<file path="config.mk">
export PLATFORM = sky130hd
export DESIGN_NAME = sb_tx_arbiter
export DESIGN_NICKNAME = d
export VERILOG_FILES = /design/src/rtl/sb_tx_arbiter_pkg.sv /design/src/rtl/sb_tx_arbiter_prio_sel.sv /design/src/rtl/sb_tx_arbiter.sv
export SDC_FILE = /design/constraint.sdc
export NUM_CORES = 1
export LEC_CHECK = 0
export ABC_AREA = 1
export CAP_MARGIN = 25
export CORE_UTILIZATION = 41
export CTS_CLUSTER_DIAMETER = 50
export DETAILED_ROUTE_END_ITERATION = 10
export GPL_TIMING_DRIVEN = 0
export PLACE_DENSITY = 0.86
export SETUP_SLACK_MARGIN = 0.2
export SYNTH_ARGS = -nofsm -noshare
export SYNTH_HDL_FRONTEND = slang
export SYNTH_SLANG_ARGS = --single-unit
</file>
<file path="constraint.sdc">
create_clock -name sb_clk -period 1.58 [get_ports sb_clk]
set_input_delay 0.158 -clock sb_clk [delete_from_list [all_inputs] [get_ports sb_clk]]
set_output_delay 0.158 -clock sb_clk [all_outputs]
set_load 0.01 [all_outputs]
</file>
<file path="src/rtl/sb_tx_arbiter_pkg.sv">
// Shared types and constants for the sideband transmit arbiter.
package sb_arb_pkg;

    localparam int SB_BYTE_W  = 8;
    localparam int NUM_REQ    = 3;

    // Requester slots on the req_* buses
    localparam int REQ_LT     = 0;
    localparam int REQ_AT_RSP = 1;
    localparam int REQ_AT_CMD = 2;

    typedef enum logic [1:0] {
        IDLE  = 2'd0,
        XFER  = 2'd1,
        DRAIN = 2'd2,
        GAP   = 2'd3
    } arb_state_t;

endpackage

</file>
<file path="src/rtl/sb_tx_arbiter_prio_sel.sv">
// Combinational grant picker: fixed LT > AT_RSP > AT_CMD priority, except
// that a starved AT_CMD jumps to the front when promotion is flagged.
import sb_arb_pkg::*;

module sb_prio_sel (
    input  logic [NUM_REQ-1:0] req_valid,
    input  logic               starve_promote,
    output logic [NUM_REQ-1:0] grant
);

    // One-hot selection of the winning requester
    always_comb begin
        grant = '0;
        if (starve_promote && req_valid[REQ_AT_CMD]) begin
            grant[REQ_AT_CMD] = 1'b1;
        end else if (req_valid[REQ_LT]) begin
            grant[REQ_LT] = 1'b1;
        end else if (req_valid[REQ_AT_RSP]) begin
            grant[REQ_AT_RSP] = 1'b1;
        end else if (req_valid[REQ_AT_CMD]) begin
            grant[REQ_AT_CMD] = 1'b1;
        end
    end

endmodule

</file>
<file path="src/rtl/sb_tx_arbiter.sv">
// Sideband transmit arbiter: grants the serializer to one requester per
// packet, streams bytes through combinationally, truncates long packets and
// inserts an idle gap between packets.
import sb_arb_pkg::*;

module sb_tx_arbiter #(
    parameter int GAP_CYCLES   = 2,
    parameter int MAX_BYTES    = 16,
    parameter int STARVE_LIMIT = 4
) (
    input  logic                         sb_clk,
    input  logic                         rst,
    input  logic                         sb_en,
    input  logic [NUM_REQ-1:0]           req_valid,
    input  logic [NUM_REQ*SB_BYTE_W-1:0] req_data,
    input  logic [NUM_REQ-1:0]           req_last,
    output logic [NUM_REQ-1:0]           req_ready,
    output logic [SB_BYTE_W-1:0]         tx_data,
    output logic                         tx_valid,
    output logic                         tx_last,
    input  logic                         tx_ready,
    output logic [NUM_REQ-1:0]           grant,
    output logic                         busy,
    output logic                         err_overlen
);

    localparam int BCW = $clog2(MAX_BYTES + 1);
    localparam int SCW = $clog2(STARVE_LIMIT + 1);

    arb_state_t           state_reg,      state_next;
    logic [NUM_REQ-1:0]   grant_reg,      grant_next;
    logic [BCW-1:0]       byte_cnt_reg,   byte_cnt_next;
    logic [3:0]           gap_cnt_reg,    gap_cnt_next;
    logic [SCW-1:0]       starve_cnt_reg, starve_cnt_next;
    logic                 err_reg,        err_next;

    logic [NUM_REQ-1:0]   pick_grant;
    logic                 starve_promote;
    logic [SB_BYTE_W-1:0] masked_data [NUM_REQ];
    logic [SB_BYTE_W-1:0] sel_data;
    logic                 sel_valid;
    logic                 sel_last;
    logic                 in_xfer;
    logic                 in_drain;
    logic                 at_max;
    logic                 handshake;

    assign starve_promote = (starve_cnt_reg == SCW'(STARVE_LIMIT));

    sb_prio_sel u_prio_sel (
        .req_valid      (req_valid),
        .starve_promote (starve_promote),
        .grant          (pick_grant)
    );

    // Isolate the granted requester's byte; grant_reg is one-hot or zero
    generate
        for (genvar gi = 0; gi < NUM_REQ; gi++) begin : g_mask
            assign masked_data[gi] = grant_reg[gi] ? req_data[gi*SB_BYTE_W +: SB_BYTE_W] : '0;
        end
    endgenerate

    // OR-reduce the masked bytes into the selected byte
    always_comb begin
        sel_data = '0;
        for (int i = 0; i < NUM_REQ; i++) begin
            sel_data = sel_data | masked_data[i];
        end
    end

    assign sel_valid = |(grant_reg & req_valid);
    assign sel_last  = |(grant_reg & req_last);
    assign in_xfer   = (state_reg == XFER);
    assign in_drain  = (state_reg == DRAIN);
    assign at_max    = (byte_cnt_reg == BCW'(MAX_BYTES - 1));
    assign handshake = in_xfer & sel_valid & tx_ready;

    // Serializer-side outputs: live pass-through only while transferring
    assign tx_valid    = in_xfer & sel_valid;
    assign tx_data     = in_xfer ? sel_data : '0;
    assign tx_last     = in_xfer & (sel_last | at_max);
    assign grant       = grant_reg;
    assign busy        = (state_reg != IDLE);
    assign err_overlen = err_reg;

    // Requester ready: follows tx_ready in XFER, forced high while draining
    generate
        for (genvar gi = 0; gi < NUM_REQ; gi++) begin : g_ready
            assign req_ready[gi] = grant_reg[gi] & ((in_xfer & tx_ready) | in_drain);
        end
    endgenerate

    // Next-state, counter and starvation bookkeeping
    always_comb begin
        state_next      = state_reg;
        grant_next      = grant_reg;
        byte_cnt_next   = byte_cnt_reg;
        gap_cnt_next    = gap_cnt_reg;
        starve_cnt_next = starve_cnt_reg;
        err_next        = 1'b0;
        case (state_reg)
            IDLE: begin
                if (sb_en && (|req_valid)) begin
                    grant_next    = pick_grant;
                    byte_cnt_next = '0;
                    state_next    = XFER;
                    if (pick_grant[REQ_AT_CMD]) begin
                        starve_cnt_next = '0;
                    end else if (req_valid[REQ_AT_CMD] && !starve_promote) begin
                        starve_cnt_next = starve_cnt_reg + SCW'(1);
                    end
                end
            end
            XFER: begin
                if (handshake) begin
                    byte_cnt_next = byte_cnt_reg + BCW'(1);
                    if (sel_last) begin
                        grant_next   = '0;
                        gap_cnt_next = '0;
                        state_next   = GAP;
                    end else if (at_max) begin
                        err_next   = 1'b1;
                        state_next = DRAIN;
                    end
                end
            end
            DRAIN: begin
                if (sel_valid && sel_last) begin
                    grant_next   = '0;
                    gap_cnt_next = '0;
                    state_next   = GAP;
                end
            end
            GAP: begin
                if (gap_cnt_reg == 4'(GAP_CYCLES - 1)) begin
                    state_next = IDLE;
                end else begin
                    gap_cnt_next = gap_cnt_reg + 4'd1;
                end
            end
            default: begin
                grant_next = '0;
                state_next = IDLE;
            end
        endcase
    end

    // State and counter registers with synchronous reset
    always_ff @(posedge sb_clk) begin
        if (rst) begin
            state_reg      <= IDLE;
            grant_reg      <= '0;
            byte_cnt_reg   <= '0;
            gap_cnt_reg    <= '0;
            starve_cnt_reg <= '0;
            err_reg        <= 1'b0;
        end else begin
            state_reg      <= state_next;
            grant_reg      <= grant_next;
            byte_cnt_reg   <= byte_cnt_next;
            gap_cnt_reg    <= gap_cnt_next;
            starve_cnt_reg <= starve_cnt_next;
            err_reg        <= err_next;
        end
    end

endmodule
</file>
==> reports/qor.csv, run 1 <==
stage,metric,value,unit
outcome,status,"complete, no violations",
floorplanning,initial_core_util,0.446,
clocking,cts.clk_slew.worst_paths,70,ps
finish,layout-drive-gt1-share,0.357,
worst_hold_path,min_from,req_valid[2],
synth,yosysWarnings,0,
synth,synth.yosys.seq_area_share,0.233,
timing,relSlewSlack,0.807,
synth,synth_edf_count,0,
finish,area_growth_syn_to_layout,62.1,%
global_routing,grt_antenna_before_repair,0,
synth,synthFlopType,dfxtp_1,
power_and_ir_drop,p_total,4.62,mW
critical_path,r2r_setup_slack,100,ps
floorplanning,die-area,4020,um^2
clocking,clkSinkCount,18,
critical_path,cp_max_fo,3,
power_and_ir_drop,powerDensity,1840,nW/um^2
timing,setup_viol,0,
synth,syn_avg_cell_area,6.14,um^2
floorplanning,coreArea,3470,um^2
worst_hold_path,min_path_type,in2reg,
clocking,clkLatencyLatePin,250,ps
synth,postSynth.asyncResetShare,0,
global_routing,grt_max_degree,11,
global_routing,grt_pass1_vias,1641,
synth,yosys.area.top_type_share,0.233,
routing,postRouteAntennaNets,0,
worst_hold_path,hold_path_depth,3,
power_and_ir_drop,leakagePower,1.26,nW
critical_path,worstPathArrival,1370,ps
critical_path,r2r_end,gap_cnt_reg[0],
place,place.gp.congestion,0.786,
timing,finalWorstSetupSlack,53.2,ps
synth,synth_top_cell_by_area,dfxtp_1,
clocking,cts.path.max_buffers,2,
routing,wire_per_inst,12.9,um
synth,ys_seq_elements,18,
routing,firstDrtPassIters,4,
floorplanning,ios,52,
timing,drv_slew,0,
worst_hold_path,hold_end,starve_cnt_reg[1],
clocking,cts_root_buffer,clkbuf_8,
finish,final_nets,366,
critical_path,critPathKind,reg2out,
critical_path,ff2ff_path_depth,10,
place,place.port_buffers,51,
critical_path,crit_path_end_kind,output port,
synth,synth.distinct_cells,32,
routing,viasPerCell,4.95,
timing,fin_worst_skew,2.70,ps
floorplanning,rows,21,
synth,synth_area,1550,um^2
global_routing,grt_pass1_wl,7.02,mm
power_and_ir_drop,ir_drop,1.08,mV
floorplanning,die_h,63.4,um
critical_path,cp_data_required_time,1420,ps
finish,final_area,2510,um^2
clocking,holdBufCountCts,0,
clocking,cts_buffers,3,
flow_run,cap_violations,0,
timing,max_slew.worst_pin.slew,287,ps
timing,final-hold-violation-count,0,
floorplanning,die-width,63.4,um
critical_path,critPathLaunchType,flip-flop,
routing,drt_iter0_drc,66,
clocking,htree_levels,1,
finish,finish.utilization,0.723,
timing,period_needed,1530,ps
critical_path,regToRegStartpoint,state_reg[1],
synth,synth_area_leaders,"dfxtp_1 (23%), nand2_1 (20%), ha_1 (9.7%)",
routing,drt-total-wl,4.70,mm
place,place_ws,-394,ps
clocking,tritoncts,yes,
finish,num_antenna_cells,0,
routing,drc,0,
place,dp_hpwl,2.90,mm
synth,syn_inst,252,
finish,largest_reg_flops,5,
routing,routed-via-count,1806,
global_routing,grt_usage,0.216,
synth,synth_nets,298,
timing,fin_crit_sh,0.966,
timing,rsz0062_at_grt,true,
global_routing,grt_overflow_total,0,
timing,fin_tns_setup,0,ps
timing,fmax,655,MHz
place,placed_area,2120,um^2
[where the power goes]
group	switching [mW]	internal, mW
sequential	0.156	0.627
clock	0.159	0.222
combinational	1.98	1.47
total	2.30	2.32
[repair_timing]
item / 4_1_cts / 5_1_grt
buffers inserted: 11 / 0
gates cloned: 0 / 1
pin swaps: 15 / 17
setup endpoints to repair: 30 / 33
gates resized for setup: 100 / 46
[per-stage QoR]
stage          hold WS (ps)  cells
6_report                341    365
5_1_grt                 348    365
4_1_cts                 469    364
3_5_place_dp            456    349
3_3_place_gp            443    349
2_1_floorplan           225    252
[cells in the mapped netlist (2+ instances only)]
library cell	instances
buf_6	3
nor2_2	3
ha_1	12
nand2_1	84
nand3_1	20
nand2_2	6
inv_2	2
nor2_1	33
a21oi_1	9
o21ai_0	3
nand2_4	3
inv_1	36
nand3_4	2
dfxtp_1	18
[per-layer routing]
layer,track usage,vias to the layer above,part of all wire
met3,0.0344,7,0.067
met1,0.256,825,0.41
li1,-,910,-
met4,0.0568,0,0.011
met5,0,-,0
met2,0.395,64,0.51
[critical path, cell delays in order, from the launching register on]
cell and delay, ps:
dfxtp_2 360, ha_4 150, nand2_2 60, nor2_2 90, ha_2 170, inv_2 50, a21oi_2 100, buf_2 140
[how the worst max path moves through the flow]
stage	slack (ps)	startpoint	end	cells after the start
2_1_floorplan	210	state_reg[1]	gap_cnt_reg[1]	12
3_3_place_gp	-380	state_reg[1]	tx_valid	7
3_5_place_dp	-390	state_reg[1]	tx_valid	7
4_1_cts	60	byte_cnt_reg[1]	tx_last	7
5_1_grt	-50	state_reg[1]	gap_cnt_reg[0]	11
6_report	50	byte_cnt_reg[0]	tx_last	7
[layout by cell type (no fill, tap or decap), drive strengths merged]
cell | netlist | routed
a211oi | 1 | 1
a21oi | 11 | 11
a31o | 1 | 1
a31oi | 1 | 1
and3 | 1 | 1
buf | 6 | 30
clkbuf | 0 | 6
clkdlybuf4s50 | 0 | 36
dfxtp | 18 | 18
dlymetal6s2s | 0 | 1
ha | 12 | 12
inv | 38 | 38
nand2 | 93 | 93
nand3 | 22 | 22
nand4 | 1 | 1
nor2 | 37 | 37
nor3 | 1 | 1
nor4 | 1 | 1
o21ai | 4 | 4
o21bai | 1 | 1
or2 | 1 | 1
xnor2 | 1 | 1
xor2 | 1 | 1
[layout make-up]
type                    count  area, um^2
flip-flops and latches     18         374
multi-input cells         190        1200
plain buffers               6        75.1
well taps                  46        57.6
inverters                  38         160
fillers                   263         962
clock buffers               4        55.1
repair buffers             63         579
[cells by family (layout without fill, tap and decap cells)]
group / Yosys count / count (layout) / synth area share
DFF: 18 / 18 / 0.233
buffers and inverters: 44 / 111 / 0.125
xor gates and xnor gates: 2 / 2 / 0.0113
adders and majority gates: 12 / 12 / 0.0971
and+or+nand+nor: 157 / 157 / 0.456
AOI/OAI and AO/OA: 19 / 19 / 0.0777
Note: power is estimated with default switching activity, not from simulation.
==> inputs of run 2 (changes only) <==
--- a/config.mk
+++ b/config.mk
@@ -16,3 +16,4 @@
 export SYNTH_ARGS = -nofsm -noshare
 export SYNTH_HDL_FRONTEND = slang
 export SYNTH_SLANG_ARGS = --single-unit
+export TNS_END_PERCENT = 20
==> reports/qor.csv, run 2 (synthesized netlist as in run 1, its figures left out) <==
stage,metric,value,unit,change
critical_path,cp_data_required_time,1420,ps,about the same
routing,wire_per_inst,12.0,um,-6.6%
place,place.port_buffers,51,,unchanged
finish,fillers,296,,+13%
clocking,tritoncts,yes,,
finish,final_cell_mix,"nand2_1 (76), clkdlybuf4s50_1 (37), inv_1 (30), nor2_1 (30), nand3_1 (20)",,
routing,postRouteAntennaNets,0,,unchanged
clocking,clkSinkCount,18,,unchanged
critical_path,crit_path_end_kind,output port,,
floorplanning,die-width,63.4,um,unchanged
place,place.gp.congestion,0.786,,unchanged
finish,final_nets,363,,-0.82%
timing,fin_crit_sh,0.968,,+0.00208
floorplanning,ios,52,,unchanged
clocking,clkLatencyLatePin,250,ps,about the same
timing,finalWorstSetupSlack,49.9,ps,-3.29 ps
global_routing,grt_usage,0.203,,-0.0129
routing,firstDrtPassIters,5,,+1
critical_path,critPathKind,reg2out,,
power_and_ir_drop,ir_drop,0.992,mV,-8.1%
finish,largest_reg_flops,5,,unchanged
power_and_ir_drop,powerDensity,1780,nW/um^2,-3.4%
timing,fin_tns_setup,0,ps,unchanged
critical_path,startpoint,byte_cnt_reg[0],,
timing,max_slew.worst_pin.slew,286,ps,-0.726 ps
clocking,holdBufCountCts,0,,unchanged
finish,layout-drive-gt1-share,0.263,,-0.0947
routing,routed-via-count,1780,,-1.4%
floorplanning,rows,21,,unchanged
timing,drv_slew,0,,unchanged
place,dp_hpwl,2.90,mm,unchanged
critical_path,regToRegStartpoint,byte_cnt_reg[0],,
critical_path,ff2ff_path_depth,11,,+1
routing,drt-total-wl,4.35,mm,-7.4%
routing,drc,0,,unchanged
global_routing,met3_usage,0.0344,,unchanged
timing,final-hold-violation-count,0,,unchanged
clocking,cts_root_buffer,clkbuf_8,,
finish,final_cells,362,,-0.82%
critical_path,r2r_end,state_reg[0],,
flow_run,cap_violations,0,,unchanged
timing,setup_viol,0,,unchanged
timing,fin_worst_skew,3.35,ps,+0.654 ps
timing,fmax,654,MHz,-0.22%
place,numPlacedInstances,349,,unchanged
critical_path,critPathLaunchType,flip-flop,,
finish,final_common_cell,nand2_1,,
critical_path,cp-endpoint,tx_last,,
place,place_ws,-394,ps,unchanged
timing,rsz0062_at_grt,true,,
worst_hold_path,min_path_type,reg2reg,,
global_routing,grt_overflow_total,0,,unchanged
floorplanning,initial_core_util,0.446,,unchanged
power_and_ir_drop,leakagePower,1.18,nW,-6.1%
clocking,htree_levels,1,,unchanged
critical_path,worstPathArrival,1370,ps,about the same
critical_path,r2r_setup_slack,110,ps,about the same
floorplanning,die-area,4020,um^2,unchanged
global_routing,grt-busiest-layer,met2,,
floorplanning,die_h,63.4,um,unchanged
global_routing,grt_max_degree,11,,unchanged
finish,area_growth_syn_to_layout,51.7,%,
critical_path,cp_max_fo,3,,unchanged
global_routing,grt_pass1_vias,1580,,-3.7%
clocking,cts.clk_slew.worst_paths,70,ps,about the same
global_routing,gr-usage-met2,0.372,,-0.0226
routing,viasPerCell,4.92,,-0.62%
floorplanning,coreArea,3470,um^2,unchanged
clocking,cts_buffers,3,,unchanged
timing,relSlewSlack,0.808,,about the same
routing,drt_iter0_drc,71,,+7.6%
global_routing,grt_use_met1,0.240,,-0.0154
timing,period_needed,1530,ps,+3.29 ps
global_routing,grt_antenna_before_repair,0,,unchanged
global_routing,grt_pass1_wl,6.65,mm,-5.2%
finish,num_antenna_cells,0,,unchanged
clocking,cts.path.max_buffers,2,,unchanged
outcome,status,"complete, no violations",,
==> run 2: cell count changes in the layout (fill, tap and decap cells not counted), sizes merged <==
cell           previous run  this run
dlygate4sd2               0         1
buf                      30        28
clkbuf                    6         4
clkdlybuf4s50            36        37
dlymetal6s2s              1         0
==> run 2: power breakdown <==
part	internal, mW	switching [mW]	leakage, nW
clock	0.221	0.156	0.0288
combinational	1.25	1.77	1.00
sequential	0.622	0.158	0.150
==> run 2: worst min-delay path by stage <==
stage / from / to / slack (ps) / cells past startpoint
2_1_floorplan: rst / grant[2] / 220 / 1
3_3_place_gp: byte_cnt_reg[4] / byte_cnt_reg[4] / 440 / 2
3_5_place_dp: byte_cnt_reg[2] / byte_cnt_reg[2] / 460 / 2
4_1_cts: byte_cnt_reg[4] / byte_cnt_reg[4] / 470 / 2
5_1_grt: starve_cnt_reg[0] / starve_cnt_reg[0] / 510 / 2
6_report: starve_cnt_reg[0] / starve_cnt_reg[0] / 490 / 2
==> run 2: metrics by stage <==
step           power, mW  cell area (um^2)   util  hold WS (ps)
6_report            4.18              2350  0.676           490
5_1_grt             4.56              2350  0.676           509
4_1_cts             3.76              2230  0.643           469
3_5_place_dp        3.18              2120  0.611           456
3_3_place_gp        3.13              2120  0.611           443
2_1_floorplan       2.49              1550      -           225
==> run 2: cell type report <==
type | instances | area, um^2 | share of cell area
flip-flops and latches | 18 | 372 | 0.158
well taps | 46 | 57.6 | 0.0245
inverters | 38 | 160 | 0.0683
repair buffers | 60 | 512 | 0.218
plain buffers | 6 | 71.3 | 0.0304
clock buffers | 4 | 55.1 | 0.0235
multi-input cells | 190 | 1120 | 0.477
==> run 2: metal layers <==
metal / vias up / wire length (um) / part of all wire
met5: - / 0 / 0
met4: 0 / 85 / 0.020
met3: 14 / 373 / 0.086
met2: 83 / 2090 / 0.48
met1: 779 / 1800 / 0.41
li1: 904 / - / -
==> run 2: timing repair <==
action	CTS	global route
setup endpoints to repair	30	33
gates resized for setup	78	27
pin swaps	6	15
setup buffers	6	3
==> run 2: worst max-delay path, stage by stage (launching register included) <==
cell and delay [ps]:
dfxtp_2 360, ha_4 140, nand2_2 60, nor2_2 100, ha_2 180, inv_2 40, a21oi_2 90, buf_2 140
==> inputs of run 3 (changes only) <==
--- a/config.mk
+++ b/config.mk
@@ -7,11 +7,11 @@
 export LEC_CHECK = 0
 export ABC_AREA = 1
 export CAP_MARGIN = 25
-export CORE_UTILIZATION = 41
+export CORE_UTILIZATION = 49
 export CTS_CLUSTER_DIAMETER = 50
 export DETAILED_ROUTE_END_ITERATION = 10
 export GPL_TIMING_DRIVEN = 0
-export PLACE_DENSITY = 0.86
+export PLACE_DENSITY = 0.95
 export SETUP_SLACK_MARGIN = 0.2
 export SYNTH_ARGS = -nofsm -noshare
 export SYNTH_HDL_FRONTEND = slang
==> constraint.sdc (replaced) <==
create_clock -name sb_clk -period 1.9 [get_ports sb_clk]
set_input_delay 0.19 -clock sb_clk [delete_from_list [all_inputs] [get_ports sb_clk]]
set_output_delay 0.19 -clock sb_clk [all_outputs]
set_load 0.01 [all_outputs]
==> reports/qor.csv, run 3 (synthesized netlist as in run 1, its figures left out) <==
stage,metric,value,unit,change
outcome,status,"complete, no violations",,
timing,setup_viol,0,,unchanged
flow_run,cap_violations,0,,unchanged
clocking,clkLatencyLatePin,320,ps,+70 ps
place,place.port_buffers,51,,unchanged
power_and_ir_drop,ir_drop,0.826,mV,-17%
place,placed_area,2110,um^2,-0.35%
floorplanning,die-width,58.2,um,-8.3%
critical_path,worst_path_max_delay_cell,dfxtp_4,,
finish,multi_input_area,1040,um^2,-7.4%
timing,rsz0062_at_grt,true,,
critical_path,path_buf_inv,5,,+3
global_routing,grt_pass1_wl,6.59,mm,-0.93%
routing,firstDrtPassIters,4,,-1
finish,final_cell_mix,"nand2_1 (83), clkdlybuf4s50_1 (37), inv_1 (34)",,
global_routing,grt_max_degree,11,,unchanged
finish,num_antenna_cells,0,,unchanged
place,place.gp.congestion,0.820,,+4.3%
clocking,cts_buffers,3,,unchanged
floorplanning,die_h,58.2,um,-8.3%
finish,final_nets,359,,-1.1%
routing,postRouteAntennaNets,0,,unchanged
floorplanning,initial_core_util,0.511,,+0.0649
critical_path,cpPeakStageDelay,380,ps,+20 ps
floorplanning,rows,20,,-4.8%
clocking,cts_root_buffer,clkbuf_4,,
timing,fmax,574,MHz,
clocking,htree_levels,1,,unchanged
floorplanning,coreArea,3030,um^2,-13%
timing,whs,491,ps,+1.30 ps
routing,viasPerCell,5.02,,+2.0%
critical_path,worstPathArrival,1550,ps,+180 ps
finish,seqCellArea,370,um^2,-0.34%
timing,relSlewSlack,0.824,,+0.0167
clocking,clkSinkCount,18,,unchanged
worst_hold_path,hold_path_depth,2,,unchanged
timing,drv_slew,0,,unchanged
routing,drc,0,,unchanged
routing,routed-via-count,1786,,+0.34%
timing,max_slew.worst_pin.slew,263,ps,-22.4 ps
critical_path,path_delay_family,buffers and inverters,,
clocking,holdBufCountCts,0,,unchanged
critical_path,cp_num_cells,9,,+2
place,dp_hpwl,3.15,mm,+8.4%
floorplanning,ios,52,,unchanged
critical_path,crit_path_end_kind,output port,,
floorplanning,die-area,3380,um^2,-16%
global_routing,grt_pass1_vias,1615,,+2.2%
worst_hold_path,min_path_type,reg2reg,,
critical_path,cp_max_fo,4,,+1
critical_path,critPathKind,reg2out,,
critical_path,cp_data_required_time,1710,ps,+290 ps
routing,drt_iter0_drc,87,,+23%
clocking,cts.clk_slew.worst_paths,110,ps,+40 ps
global_routing,grt_antenna_before_repair,0,,unchanged
clocking,tritoncts,yes,,
routing,drt-total-wl,4.50,mm,+3.4%
finish,final_common_cell,nand2_1,,
timing,fin_crit_sh,0.916,,
critical_path,critPathLaunchType,flip-flop,,
finish,final_area,2250,um^2,-4.2%
power_and_ir_drop,powerDensity,1430,nW/um^2,-19%
finish,finish.utilization,0.742,,+0.0657
finish,layout-drive-gt1-share,0.170,,-0.0928
global_routing,grt_overflow_total,0,,unchanged
critical_path,ff2ff_path_depth,11,,unchanged
finish,largest_reg_flops,5,,unchanged
finish,area_growth_syn_to_layout,45.3,%,
timing,final-hold-violation-count,0,,unchanged
finish,fillers,232,,-22%
timing,fin_worst_skew,3.95,ps,+0.593 ps
timing,period_needed,1740,ps,
critical_path,path_cells,inv_4 -> ha_4 -> buf_6 -> buf_4 -> nand2_2 -> inv_2 -> nor2_4 -> nor2_1 -> buf_2,,
place,place_ws,-243,ps,+151 ps
power_and_ir_drop,leakagePower,1.15,nW,-2.4%
clocking,cts.path.max_buffers,2,,unchanged
routing,wire_per_inst,12.6,um,+5.2%
timing,finalWorstSetupSlack,159,ps,+109 ps
global_routing,grt_usage,0.254,,+0.0509
==> run 3: per-stage QoR <==
stage / instances / setup TNS [ps] / total power, mW
floorplan: 252 / 0 / 2.06
global route: 356 / 0 / 3.48
detailed placement: 347 / -1880 / 2.67
finish: 356 / 0 / 3.22
global placement: 347 / -1630 / 2.57
CTS: 355 / 0 / 3.04
==> run 3: layout make-up <==
type / count / area share
inverter: 38 / 0.0674
multi-input combinational: 190 / 0.461
clock buffer: 4 / 0.0161
tap: 44 / 0.0245
sequential: 18 / 0.165
buffer: 6 / 0.0301
timing repair buffer: 56 / 0.236
==> run 3: worst register-to-register path: cells and delay by family (launching register included) <==
| kind | cells | cell delay (ps) |
|---|---|---|
| DFF | 1 | 420 |
| and+or+nand+nor | 7 | 570 |
| buffers and inverters | 3 | 250 |
| adders and majority gates | 1 | 310 |
==> run 3: worst paths after layout <==
path / startpoint / end / slack (ps)
worst max-delay path: state_reg[1] / req_ready[2] / 160
worst min-delay path: starve_cnt_reg[0] / starve_cnt_reg[0] / 490
worst max register to register: state_reg[0] / gap_cnt_reg[1] / 260
worst min register to register: starve_cnt_reg[0] / starve_cnt_reg[0] / 490
==> run 3: timing repair <==
item,in CTS,in global routing
pin swaps,1,6
setup buffers,4,1
gates cloned,0,0
gates resized for setup,45,13
endpoints found under the setup margin,20,28
==> run 3: per-layer routing <==
layer	global-route usage	wire (um)	vias to the layer above
met3	0.0491	345	9
met5	0	0	-
li1	-	-	891
met4	0.129	89	0
met2	0.468	2290	74
met1	0.272	1770	812
==> run 3: report_power, final <==
group          internal (mW)  leakage [nW]  switching (mW)  total (mW)
sequential             0.514         0.149           0.127       0.641
combinational          0.952         0.983            1.37        2.32
clock                  0.118        0.0210           0.141       0.259
